$ cat src/rtl/vga_timing_gen_if.sv
// Raster bus between the timing generator and the flag colour generators.
// Ports: color_in (to generator), pix_x/pix_y, sync/blank strobes, frame_cnt, rgb_out.
interface vga_timing_gen_if;
   logic [5:0] color_in;
   logic [9:0] pix_x;
   logic [9:0] pix_y;
   logic       hsync;
   logic       vsync;
   logic       display_on;
   logic       frame_start;
   logic [7:0] frame_cnt;
   logic [5:0] rgb_out;

   modport master (
      input  color_in,
      output pix_x, pix_y, hsync, vsync,
      output display_on, frame_start, frame_cnt, rgb_out
   );

   modport slave (
      output color_in,
      input  pix_x, pix_y, hsync, vsync,
      input  display_on, frame_start, frame_cnt, rgb_out
   );
endinterface

$ cat src/rtl/vga_timing_gen.sv
// VGA raster timing source and blanked colour output stage.
// Ports: clk, rst_n (sync, active-low), vga (master: color_in in; pix_x/pix_y,
//   hsync/vsync, display_on, frame_start, frame_cnt, rgb_out out).
// Option: VGA_OUT_PIPE_EN registers rgb_out and delays all pin strobes one cycle.
module vga_timing_gen #(
   parameter int H_DISPLAY = 640,
   parameter int H_FRONT   = 16,
   parameter int H_SYNC    = 96,
   parameter int H_BACK    = 48,
   parameter int V_DISPLAY = 480,
   parameter int V_FRONT   = 10,
   parameter int V_SYNC    = 2,
   parameter int V_BACK    = 33
) (
   input  logic             clk,
   input  logic             rst_n,
   vga_timing_gen_if.master vga
);

   localparam int H_TOTAL = H_DISPLAY + H_FRONT + H_SYNC + H_BACK;
   localparam int V_TOTAL = V_DISPLAY + V_FRONT + V_SYNC + V_BACK;

   localparam logic [9:0]  H_MAX  = 10'(H_TOTAL - 1);
   localparam logic [9:0]  V_MAX  = 10'(V_TOTAL - 1);
   localparam logic [10:0] H_VIS  = 11'(H_DISPLAY);
   localparam logic [10:0] V_VIS  = 11'(V_DISPLAY);
   localparam logic [10:0] HS_BEG = 11'(H_DISPLAY + H_FRONT);
   localparam logic [10:0] HS_END = 11'(H_DISPLAY + H_FRONT + H_SYNC);
   localparam logic [10:0] VS_BEG = 11'(V_DISPLAY + V_FRONT);
   localparam logic [10:0] VS_END = 11'(V_DISPLAY + V_FRONT + V_SYNC);

   logic       run_q;
   logic [9:0] x_q, y_q, x_nx, y_nx;
   logic [7:0] fc_q, fc_nx;
   logic       hs_q, vs_q, de_q, fs_q;
   logic       hs_nx, vs_nx, de_nx, fs_nx;
   logic [10:0] xw, yw;

   // The first clock after reset release holds (0,0) so that position
   // is presented with its strobes before the scan starts advancing.
   always_comb begin
      x_nx  = x_q;
      y_nx  = y_q;
      fc_nx = fc_q;
      if (run_q) begin
         if (x_q == H_MAX) begin
            x_nx = '0;
            if (y_q == V_MAX) begin
               y_nx  = '0;
               fc_nx = fc_q + 8'd1;
            end else begin
               y_nx = y_q + 10'd1;
            end
         end else begin
            x_nx = x_q + 10'd1;
         end
      end
   end

   // Strobes come from the next-state counters so the registered
   // versions line up with the registered pix_x/pix_y.
   assign xw = {1'b0, x_nx};
   assign yw = {1'b0, y_nx};

   always_comb begin
      hs_nx = !((xw >= HS_BEG) && (xw < HS_END));
      vs_nx = !((yw >= VS_BEG) && (yw < VS_END));
      de_nx = (xw < H_VIS) && (yw < V_VIS);
      fs_nx = (x_nx == '0) && (y_nx == '0);
   end

   always_ff @(posedge clk) begin
      if (!rst_n) begin
         run_q <= 1'b0;
         x_q   <= '0;
         y_q   <= '0;
         fc_q  <= '0;
         hs_q  <= 1'b1;
         vs_q  <= 1'b1;
         de_q  <= 1'b0;
         fs_q  <= 1'b0;
      end else begin
         run_q <= 1'b1;
         x_q   <= x_nx;
         y_q   <= y_nx;
         fc_q  <= fc_nx;
         hs_q  <= hs_nx;
         vs_q  <= vs_nx;
         de_q  <= de_nx;
         fs_q  <= fs_nx;
      end
   end

   assign vga.pix_x     = x_q;
   assign vga.pix_y     = y_q;
   assign vga.frame_cnt = fc_q;

`ifdef VGA_OUT_PIPE_EN
   logic       hs_p, vs_p, de_p, fs_p;
   logic [5:0] rgb_p;

   // color_in belongs to the current pix_x/pix_y, so it is blanked with
   // the undelayed display_on and then aligned with the delayed strobes.
   always_ff @(posedge clk) begin
      if (!rst_n) begin
         hs_p  <= 1'b1;
         vs_p  <= 1'b1;
         de_p  <= 1'b0;
         fs_p  <= 1'b0;
         rgb_p <= '0;
      end else begin
         hs_p  <= hs_q;
         vs_p  <= vs_q;
         de_p  <= de_q;
         fs_p  <= fs_q;
         rgb_p <= de_q ? vga.color_in : 6'b000000;
      end
   end

   assign vga.hsync       = hs_p;
   assign vga.vsync       = vs_p;
   assign vga.display_on  = de_p;
   assign vga.frame_start = fs_p;
   assign vga.rgb_out     = rgb_p;
`else
   assign vga.hsync       = hs_q;
   assign vga.vsync       = vs_q;
   assign vga.display_on  = de_q;
   assign vga.frame_start = fs_q;
   assign vga.rgb_out     = de_q ? vga.color_in : 6'b000000;
`endif

endmodule

$ cat src/flat_wrapper.sv
// flat-port wrapper written by rule: the top's interface ports become plain ports
module vga_timing_gen_flat 
#(
   parameter int H_DISPLAY = 640,
   parameter int H_FRONT   = 16,
   parameter int H_SYNC    = 96,
   parameter int H_BACK    = 48,
   parameter int V_DISPLAY = 480,
   parameter int V_FRONT   = 10,
   parameter int V_SYNC    = 2,
   parameter int V_BACK    = 33
)
  (clk, rst_n, vga_color_in, vga_pix_x, vga_pix_y, vga_hsync, vga_vsync, vga_display_on, vga_frame_start, vga_frame_cnt, vga_rgb_out);
  vga_timing_gen_if vga_i ();
  input  logic clk;
  input  logic rst_n;
  input wire logic [$bits(vga_i.color_in)-1:0] vga_color_in;
  output wire logic [$bits(vga_i.pix_x)-1:0] vga_pix_x;
  output wire logic [$bits(vga_i.pix_y)-1:0] vga_pix_y;
  output wire logic [$bits(vga_i.hsync)-1:0] vga_hsync;
  output wire logic [$bits(vga_i.vsync)-1:0] vga_vsync;
  output wire logic [$bits(vga_i.display_on)-1:0] vga_display_on;
  output wire logic [$bits(vga_i.frame_start)-1:0] vga_frame_start;
  output wire logic [$bits(vga_i.frame_cnt)-1:0] vga_frame_cnt;
  output wire logic [$bits(vga_i.rgb_out)-1:0] vga_rgb_out;
  assign vga_i.color_in = vga_color_in;
  assign vga_pix_x = vga_i.pix_x;
  assign vga_pix_y = vga_i.pix_y;
  assign vga_hsync = vga_i.hsync;
  assign vga_vsync = vga_i.vsync;
  assign vga_display_on = vga_i.display_on;
  assign vga_frame_start = vga_i.frame_start;
  assign vga_frame_cnt = vga_i.frame_cnt;
  assign vga_rgb_out = vga_i.rgb_out;
  vga_timing_gen #(.H_DISPLAY(H_DISPLAY), .H_FRONT(H_FRONT), .H_SYNC(H_SYNC), .H_BACK(H_BACK), .V_DISPLAY(V_DISPLAY), .V_FRONT(V_FRONT), .V_SYNC(V_SYNC), .V_BACK(V_BACK)) u_core (.clk(clk), .rst_n(rst_n), .vga(vga_i));
endmodule
$ cat config.mk
export PLATFORM = sky130hd
export DESIGN_NAME = vga_timing_gen_flat
export DESIGN_NICKNAME = d
export VERILOG_FILES = /design/src/rtl/vga_timing_gen_if.sv /design/src/rtl/vga_timing_gen.sv /design/src/flat_wrapper.sv
export SDC_FILE = /design/constraint.sdc
export NUM_CORES = 1
export LEC_CHECK = 0
export BUFFER_PORTS_ARGS = -buffer_cell sky130_fd_sc_hd__buf_2
export CORE_MARGIN = 5
export CORE_UTILIZATION = 57
export CTS_CLUSTER_DIAMETER = 40
export DETAILED_ROUTE_END_ITERATION = 12
export GPL_ROUTABILITY_DRIVEN = 0
export GPL_TIMING_DRIVEN = 0
export HOLD_SLACK_MARGIN = 0.02
export PLACE_DENSITY = 0.82
export SYNTH_ARGS = -nofsm -noshare
export SYNTH_HDL_FRONTEND = slang
export SYNTH_SLANG_ARGS = --single-unit
$ cat constraint.sdc
create_clock -name clk -period 3.3 [get_ports clk]
set_input_delay 0.495 -clock clk [delete_from_list [all_inputs] [get_ports clk]]
set_output_delay 0.495 -clock clk [all_outputs]
set_load 0.05 [all_outputs]
==> impl_summary.md, run 1 <==
Run status
The run finished with clean final reports.

Placed design
Summed over all nets, the half-perimeter wirelength after detailed placement is 3.37 mm. Port buffering added 45 buffers. The cell total after placement is 314.

Timing
The number of failing hold endpoints at the final stage is 0. The worst path needs 2.43 ns of the cycle, external delays included. The slew of the pin with the lowest slew margin is 0.586 ns. Setup repair after global routing left no endpoint under its margin. The maximum achievable frequency is 0.411 GHz. The remaining max-slew budget at the tightest pin is 0.609. The final number of max-transition violations is 0. Final hold analysis gives a worst-case slack of 0.361 ns. Between clock sinks in the finished design, the worst skew comes to 0.00722 ns. Setup violations remaining at the end of the flow were counted as 0. The total negative slack for setup checks is 0 ns.

The post-route clock period utilization is 0.738.

Worst setup path
The worst setup path startpoint is u_core.vga.pix_x[0]. The buffers plus inverters on the worst setup path is 0. The critical path runs through a total of 7 cells. The critical path's top delay family is simple AND/OR/NAND/NOR gates. The number of cell instances on the worst register-to-register path is 7. The worst setup path category is flip-flop to flip-flop. The nature of the critical path startpoint is a flip-flop.

The startpoint identified for the worst register-to-register timing path is u_core.vga.pix_x[0]. The required time at the endpoint of the critical path is 3.51 ns. STA classifies the critical path endpoint as a flip-flop.

The largest individual stage delay along the critical path comes from the cell sky130_fd_sc_hd__dfxtp_1. The critical path arrival is 2.65 ns. The reg2reg setup slack is 0.87 ns. Walking the worst path, the cells encountered are ha_1 -> and4_1 -> nand4_2 -> nor4_1 -> nor2_1 -> nor4b_2 -> nand4_1. The critical path ends at u_core.vga.vsync. The largest fanout on the critical path is 7. The endpoint identified for the worst register-to-register timing path is u_core.vga.vsync.

The largest single stage delay on the critical path is 0.47 ns.

Synth
The post-synthesis mux area share is 0.0160. The commonest cells after synthesis are sky130_fd_sc_hd__dfxtp_1 (33), sky130_fd_sc_hd__nor2_1 (31), sky130_fd_sc_hd__nand2_1 (25), sky130_fd_sc_hd__xor2_1 (11), sky130_fd_sc_hd__and2_1 (10). The cell taking the most area after synthesis is sky130_fd_sc_hd__dfxtp_1.

The adder and majority cell fraction of the synthesized area is 0.0266. Among all flip-flop cells after synthesis, the most frequent one is sky130_fd_sc_hd__dfxtp_1. The share of synthesized area in the top cell type comes to 0.351. Of the total synthesized cell area, the portion taken by XOR and XNOR cells is 0.0792. Yosys attributes the largest share of cell area to sky130_fd_sc_hd__dfxtp_1 (35%), sky130_fd_sc_hd__nor2_1 (6.2%), sky130_fd_sc_hd__xor2_1 (5.1%), sky130_fd_sc_hd__nand2_1 (5.0%), sky130_fd_sc_hd__and2_1 (3.3%). The instance count of the mapped netlist is 225. The total nets after synthesis is 237.

Of the total synthesized cell area, the portion taken by AND, OR, NAND and NOR gates is 0.343. By instance count, the leading cell after synthesis is sky130_fd_sc_hd__dfxtp_1. In this run, distinct cell masters in the synthesized netlist total 50.

After synthesis the netlist holds a flip-flop and latch count of 33. The compound-gate portion of the synthesized area is 0.119. The number of flops mapped to enable cells by yosys is 0. The combinational family with the most area after synthesis is simple AND/OR/NAND/NOR gates. Yosys printed 0 warnings. For this run, asynchronously set or reset flops after synthesis account for 0. The post-synthesis instance area is 1880 um2. Dividing the synthesized area by the synthesized cell count gives 8.36 um2. The share of the yosys chip area belonging to registers is 0.351.

Global route
Entering global routing, the biggest net connects 11 pins. The initial antenna violation count is 0. The first global-routing pass estimated 7.31 mm of wire. For this run, the total global-route usage over all layers was measured as 0.215. The via count of the first global-routing pass came to 1632. The total overflow left after global routing is 0.

Finish
Compared with the post-synthesis result, the final layout area differs by 17.5%. 0 antenna diodes ended up in the layout. The number of nets in the final layout is 289. Of the cells placed in the final design, the portion with a size suffix greater than 1 is 0.255. The finished layout holds 322 standard cells, fillers aside.

Floorplan
For this configuration, the core starts out at a cell density of 0.606. Row generation in the floorplan step produced 20 rows. The area enclosed by the die boundary is 4550 um2. The die width is 67.4 um. The number of placed I/O pins is 46.

The core region is 3100 um2. The vertical extent of the die is 67.4 um.

Clock network
The clock buffer count from CTS is 5. The clock drives 33 sinks. The number of gates resized after CTS is 0. The root buffer selected by CTS is sky130_fd_sc_hd__clkbuf_4. The TritonCTS clock tree is done. Buffers inserted to repair hold after CTS numbered 0.

The post-CTS setup buffer count is 0. The number of buffers between clock root and the deepest sink is 2. After clock tree synthesis, the clock-pin slew on the worst setup and hold paths is 0.10 ns. The H-tree depth is 2.

Clock latency on the worst-skew pair, taken at its later pin, is 0.34 ns.

Power
The power density over the cells is 313 nW/um2. The static leakage power is 0.926 nW. Across the VDD grid, the largest voltage drop is 0.000228 V.

Route
The number of vias after detailed routing is 1800. The number of detailed-route iterations in the first pass is 4. In the final routed layout, each cell accounts on average for 14.0 um. The initial detailed-routing violation count is 148.

The vias per cell is 5.59. Once detail routing completed, the nets flagged for antenna violations numbered 0. Summed over all layers, the routed wires come to 4.49 mm. The post-detailed-route DRC marker count is 0.

Hold path
The class of the tightest hold or removal check is input port to flip-flop.

Run
The number of max-cap violations is 0.
metal layers:
| metal | global-route usage | up-vias | share of wire |
|---|---|---|---|
| met5 | 0 | - | 0 |
| li1 | - | 899 | - |
| met1 | 0.254 | 836 | 0.43 |
| met3 | 0.0516 | 4 | 0.063 |
| met4 | 0.0810 | 0 | 0.013 |
| met2 | 0.375 | 61 | 0.50 |
worst min-delay path by stage:
stage / end / depth (start not counted) / startpoint / slack (ns)
6_report: u_core.run_q / 1 / rst_n / 0.36
5_1_grt: u_core.run_q / 1 / rst_n / 0.34
4_1_cts: u_core.run_q / 1 / rst_n / 0.35
3_5_place_dp: u_core.vga.frame_cnt[7] / 2 / u_core.vga.frame_cnt[7] / 0.50
3_3_place_gp: u_core.vga.frame_cnt[7] / 2 / u_core.vga.frame_cnt[7] / 0.46
2_1_floorplan: u_core.run_q / 0 / rst_n / 0.52
worst register-to-register path, cell delays in order (launching register included):
cell and delay, ns:
sky130_fd_sc_hd__dfxtp_1 0.47, sky130_fd_sc_hd__ha_1 0.30, sky130_fd_sc_hd__and4_1 0.29, sky130_fd_sc_hd__nand4_2 0.20, sky130_fd_sc_hd__nor4_1 0.40, sky130_fd_sc_hd__nor2_1 0.11
sky130_fd_sc_hd__nor4b_2 0.41, sky130_fd_sc_hd__nand4_1 0.14
cell usage in the layout, fill, tap and decap left out, types with 2 or more instances in the layout:
cell type / count
sky130_fd_sc_hd__a211oi_1: 3
sky130_fd_sc_hd__a21oi_1: 7
sky130_fd_sc_hd__a31o_2: 2
sky130_fd_sc_hd__a31oi_1: 4
sky130_fd_sc_hd__and2_1: 10
sky130_fd_sc_hd__and3_1: 3
sky130_fd_sc_hd__and4_1: 3
sky130_fd_sc_hd__buf_2: 47
sky130_fd_sc_hd__buf_4: 2
sky130_fd_sc_hd__buf_6: 2
sky130_fd_sc_hd__clkbuf_1: 6
sky130_fd_sc_hd__clkbuf_4: 5
sky130_fd_sc_hd__dfxtp_1: 33
sky130_fd_sc_hd__ha_1: 4
sky130_fd_sc_hd__inv_1: 7
sky130_fd_sc_hd__mux2i_1: 3
sky130_fd_sc_hd__nand2_1: 25
sky130_fd_sc_hd__nand3_1: 6
sky130_fd_sc_hd__nand4_1: 9
sky130_fd_sc_hd__nor2_1: 31
sky130_fd_sc_hd__nor3_1: 6
sky130_fd_sc_hd__nor3b_1: 2
sky130_fd_sc_hd__nor4_1: 4
sky130_fd_sc_hd__o21ai_0: 9
sky130_fd_sc_hd__o31ai_1: 2
sky130_fd_sc_hd__or3_1: 3
sky130_fd_sc_hd__xnor2_1: 6
sky130_fd_sc_hd__xor2_1: 11
sequential cells by signal (all words and copies together) (netlist names):
name	count
u_core.vga.frame_start	1
u_core.vga.pix_y	10
u_core.vga.hsync	1
u_core.vga.vsync	1
u_core.vga.frame_cnt	8
u_core.vga.pix_x	10
u_core.run_q	1
u_core.vga.display_on	1
cell families after synthesis:
group | after synthesis
AO/OA/AOI/OAI | 34
buffers and inverters | 20
multiplexers | 3
adder cells (fa/ha/maj) | 4
XOR/XNOR | 17
AND/OR/NAND/NOR | 114
flip-flops | 33
report_power, final:
group	switching (mW)	internal, mW	leakage, nW	total (mW)
sequential	0.00491	0.402	0.267	0.407
combinational	0.0477	0.0192	0.632	0.0668
clock	0.133	0.0849	0.0265	0.218
cell type report:
cell class | instances | area [um2]
plain buffers | 13 | 96.3
clock buffers | 8 | 48.8
fillers | 270 | 893
inverters | 7 | 26.3
multi-input cells | 172 | 1100
flip-flops and latches | 33 | 661
well taps | 44 | 55.1
repair buffers | 45 | 225
metrics by stage:
step	power, mW	util	worst slack [ns]	area (um2)
floorplan	0.464	-	0.758	1880
global placement	0.482	0.696	0.921	2160
detailed placement	0.483	0.696	0.878	2160
CTS	0.695	0.712	0.871	2210
global route	0.723	0.712	0.627	2210
finish	0.692	0.712	0.866	2210
Power figures use the tool's default switching activity.
==> run 2, diff against run 1 <==
- ABC_AREA: not set -> 1
- CORE_UTILIZATION: 57 -> 48
- PLACE_DENSITY: 0.82 -> 0.74
- clock period: 3.3 -> 2.1 ns (I/O delays scaled with it)
==> impl_summary.md, run 2 <==
Timing
Setup repair after global routing left no endpoint under its margin. The maximum achievable frequency is 0.521 GHz (+27%). The slew of the pin with the lowest slew margin was 0.483 ns (-0.103 ns).

The worst setup margin is 0.179 ns (-0.687 ns). The total negative slack for setup checks is 0 ns (unchanged). The total setup violations reported at the end of the flow is 0 (unchanged). The worst clock skew on the final layout came to 0.00645 ns (-0.000775 ns).

The number of failing hold endpoints at the final stage is 0 (unchanged). The final number of max-transition violations is 0 (unchanged). The final period demand of the worst path is 1.92 ns (-0.513 ns). The post-route worst hold slack is 0.237 ns (-0.124 ns). The remaining max-slew budget at the tightest pin is 0.678 (+0.0689).

The post-route clock period utilization came to 0.915 (+0.177).

Global route
The via count of the first global-routing pass came to 1778 (+8.9%). The initial antenna violation count is 0 (unchanged). The pin count of the biggest net entering global routing was 12 (+1). The global-route congestion overflow total was 0 (unchanged). The all-layer global routing usage is 0.185 (-0.0302).

The first-pass GRT wire length was 7.85 mm (+7.4%).

Clock network
The number of buffers added to fix hold violations after cts is 0 (unchanged). The register clock-pin slew on the reported worst setup and hold paths is 0.08 ns (-0.02 ns). The clock buffer count from CTS is 5 (unchanged). The clock sink count was 33 (unchanged). The H-tree depth came to 2 (unchanged). TritonCTS built the clock tree. The root buffer selected by CTS is sky130_fd_sc_hd__clkbuf_8. The number of buffers between clock root and the deepest sink is 2 (unchanged). The source-to-sink clock delay at the later pin of the worst-skew pair is 0.29 ns (-0.05 ns).

Floorplan
The area enclosed by the die boundary was 5270 um2 (+16%). The number of placed I/O pins was 46 (unchanged). The total number of placement rows was 22 (+10%).

The vertical extent of the die is 72.6 um (+7.6%). The placeable core region is 3720 um2 (+20%). The die width is 72.6 um (+7.6%).

The starting density of the core was 0.506 (-0.100).

Worst setup path
The critical path arrival is 2.08 ns (-0.57 ns). The worst setup path is captured at a flip-flop. The required time at the endpoint of the critical path came to 2.26 ns (-1.25 ns).

The worst setup path category is flip-flop to flip-flop. The nature of the critical path startpoint is a flip-flop. The largest fanout on the critical path is 8 (+1).

Synth
The number of flops mapped to enable cells by yosys is 0 (unchanged). By area the synthesized netlist is led by sky130_fd_sc_hd__dfxtp_1 (35%), sky130_fd_sc_hd__nand2_1 (13%), sky130_fd_sc_hd__nor2_1 (12%), sky130_fd_sc_hd__inv_1 (9.8%), sky130_fd_sc_hd__nand3_1 (7.5%). The count of cell types in the netlist is 27 (-46%).

The cell taking the most area after synthesis is sky130_fd_sc_hd__dfxtp_1. The post-synthesis area per instance is 6.23 um2 (-25%). The register bit total from synthesis is 33 (unchanged).

The total number of yosys warnings came to 0 (unchanged). The most common cell in the synthesized netlist is sky130_fd_sc_hd__nand2_1. The post-synthesis instance area is 1880 um2 (unchanged). The async set-reset flop share out of synthesis is 0 (unchanged). The total nets after synthesis is 314 (+32%). After synthesis, the most frequently instantiated cells are sky130_fd_sc_hd__nand2_1 (64), sky130_fd_sc_hd__nor2_1 (60), sky130_fd_sc_hd__inv_1 (49), sky130_fd_sc_hd__dfxtp_1 (33), sky130_fd_sc_hd__nand3_1 (28). The top cell type's share of synthesized area came to 0.351 (unchanged).

The instance count of the mapped netlist is 302 (+34%). The share of the yosys chip area belonging to registers is 0.351 (unchanged). In the synthesized netlist the dominant register cell turns out to be sky130_fd_sc_hd__dfxtp_1.

Run status
The flow ran to the end, and the final reports show no timing, DRC or antenna violations.

Route
The final wirelength is 4.75 mm (+5.7%). The number of detailed-route iterations in the first pass is 4 (unchanged). The number of vias after detailed routing is 2003 (+11%). The vias per cell is 4.96 (-11%). The initial detailed-routing violation count is 118 (-20%). The detail-routed net length per standard cell is 11.8 um (-16%).

The number of routed nets with antenna violations is 0 (unchanged). The post-detailed-route DRC marker count was 0 (unchanged).

Run
The number of max-cap violations came to 0 (unchanged).

Finish
The flip-flop and latch area was 663 um2 (+0.38%). Leaving out fill and tap cells, the most frequent cells in the layout are sky130_fd_sc_hd__nand2_1 (64), sky130_fd_sc_hd__nor2_1 (58), sky130_fd_sc_hd__inv_1 (48). The number of cells in the finished layout apart from fillers was 404 (+25%). The share of cells above drive strength 1 came to 0.208 (-0.0475). The layout-stage area growth over the synthesis result is 24.1%. The number of diodes added for antenna fixing is 0 (unchanged).

The area of the multi-input gates is 1040 um2 (-5.5%). Leaving out fill and tap cells, the most frequent cell in the layout is sky130_fd_sc_hd__nand2_1. The filler cell count is 367 (+36%). The number of nets in the final layout is 367 (+27%).

Power
The static leakage power is 1.17 nW (+26%). The maximum resistive drop on vdd is 0.000303 V (+33%). The overall power was 1.40 mW (+100%).

The power density over the cells came to 600 nW/um2 (+91%).

Placed design
The placed wire-length estimate was 3.63 mm (+7.8%). The setup slack at placement is -0.0532 ns (-0.931 ns). The count of input and output buffers is 45 (unchanged). The cell total after placement is 395 (+26%).

Hold path
The min-delay analysis places its worst path in the category input port to flip-flop.
[run 2: cell count changes after synthesis, sizes merged, moves of 7 or more]
cell,before,now
nor2,31,63
nand2,25,68
inv,7,51
xor2,11,1
o21ai,9,17
and2,11,0
nand3,6,29
buf,8,1
[run 2: final cells by class]
| type | instances | share of cell area |
|---|---|---|
| multi-input cells | 214 | 0.445 |
| flip-flops and latches | 33 | 0.284 |
| repair buffers | 46 | 0.105 |
| inverters | 51 | 0.0820 |
| clock buffers | 6 | 0.0354 |
| well taps | 48 | 0.0257 |
| clock inverters | 2 | 0.0161 |
| plain buffers | 4 | 0.00697 |
[run 2: what timing repair did]
action,CTS,global route
pin swaps,0,2
endpoints found under the hold margin,0,0
resized for setup,2,6
setup buffers,0,1
setup endpoints to repair,3,7
[run 2: cells by family after synthesis]
kind of cell               synth area share
adders and majority gates            0.0266
and+or+nand+nor                       0.425
DFF                                   0.351
AOI/OAI and AO/OA                    0.0818
buffers and inverters                 0.110
xor gates and xnor gates            0.00466
[run 2: worst paths after layout]
check	start	endpoint	slack (ns)	cells after the start
worst max register to register	u_core.vga.pix_x[0]	u_core.vga.vsync	0.18	10
worst min register to register	u_core.vga.frame_cnt[2]	u_core.vga.frame_cnt[2]	0.49	2
worst max-delay path	u_core.vga.pix_x[0]	u_core.vga.vsync	0.18	10
worst min-delay path	rst_n	u_core.run_q	0.24	1
[run 2: layer usage]
metal  vias up  track usage  part of all wire
met5         -            0                 0
met3         4       0.0372             0.046
li1       1063            -                 -
met2        45        0.291              0.46
met4         0       0.0656            0.0097
met1       891        0.251              0.48
[run 2: critical path: stages, from the launching register on]
cell	delay, ns
sky130_fd_sc_hd__dfxtp_2	0.37
sky130_fd_sc_hd__ha_1	0.21
sky130_fd_sc_hd__nand2_2	0.10
sky130_fd_sc_hd__nor2_4	0.15
sky130_fd_sc_hd__nand3_2	0.21
sky130_fd_sc_hd__o21ai_1	0.18
sky130_fd_sc_hd__nand2_1	0.12
sky130_fd_sc_hd__nor2_1	0.12
sky130_fd_sc_hd__nand2_1	0.05
sky130_fd_sc_hd__nor2_1	0.16
sky130_fd_sc_hd__nand3_1	0.11
[run 2: report_power, final]
part / switching [mW] / total [mW] / internal [mW]
Sequential: 0.00817 / 0.642 / 0.634
Combinational: 0.0899 / 0.120 / 0.0299
Clock: 0.251 / 0.637 / 0.386
[run 2: per-stage QoR]
step,utilization,instance area (um2)
2_1_floorplan,-,1880
3_3_place_gp,0.584,2170
3_5_place_dp,0.584,2170
4_1_cts,0.618,2300
5_1_grt,0.628,2330
6_report,0.628,2330
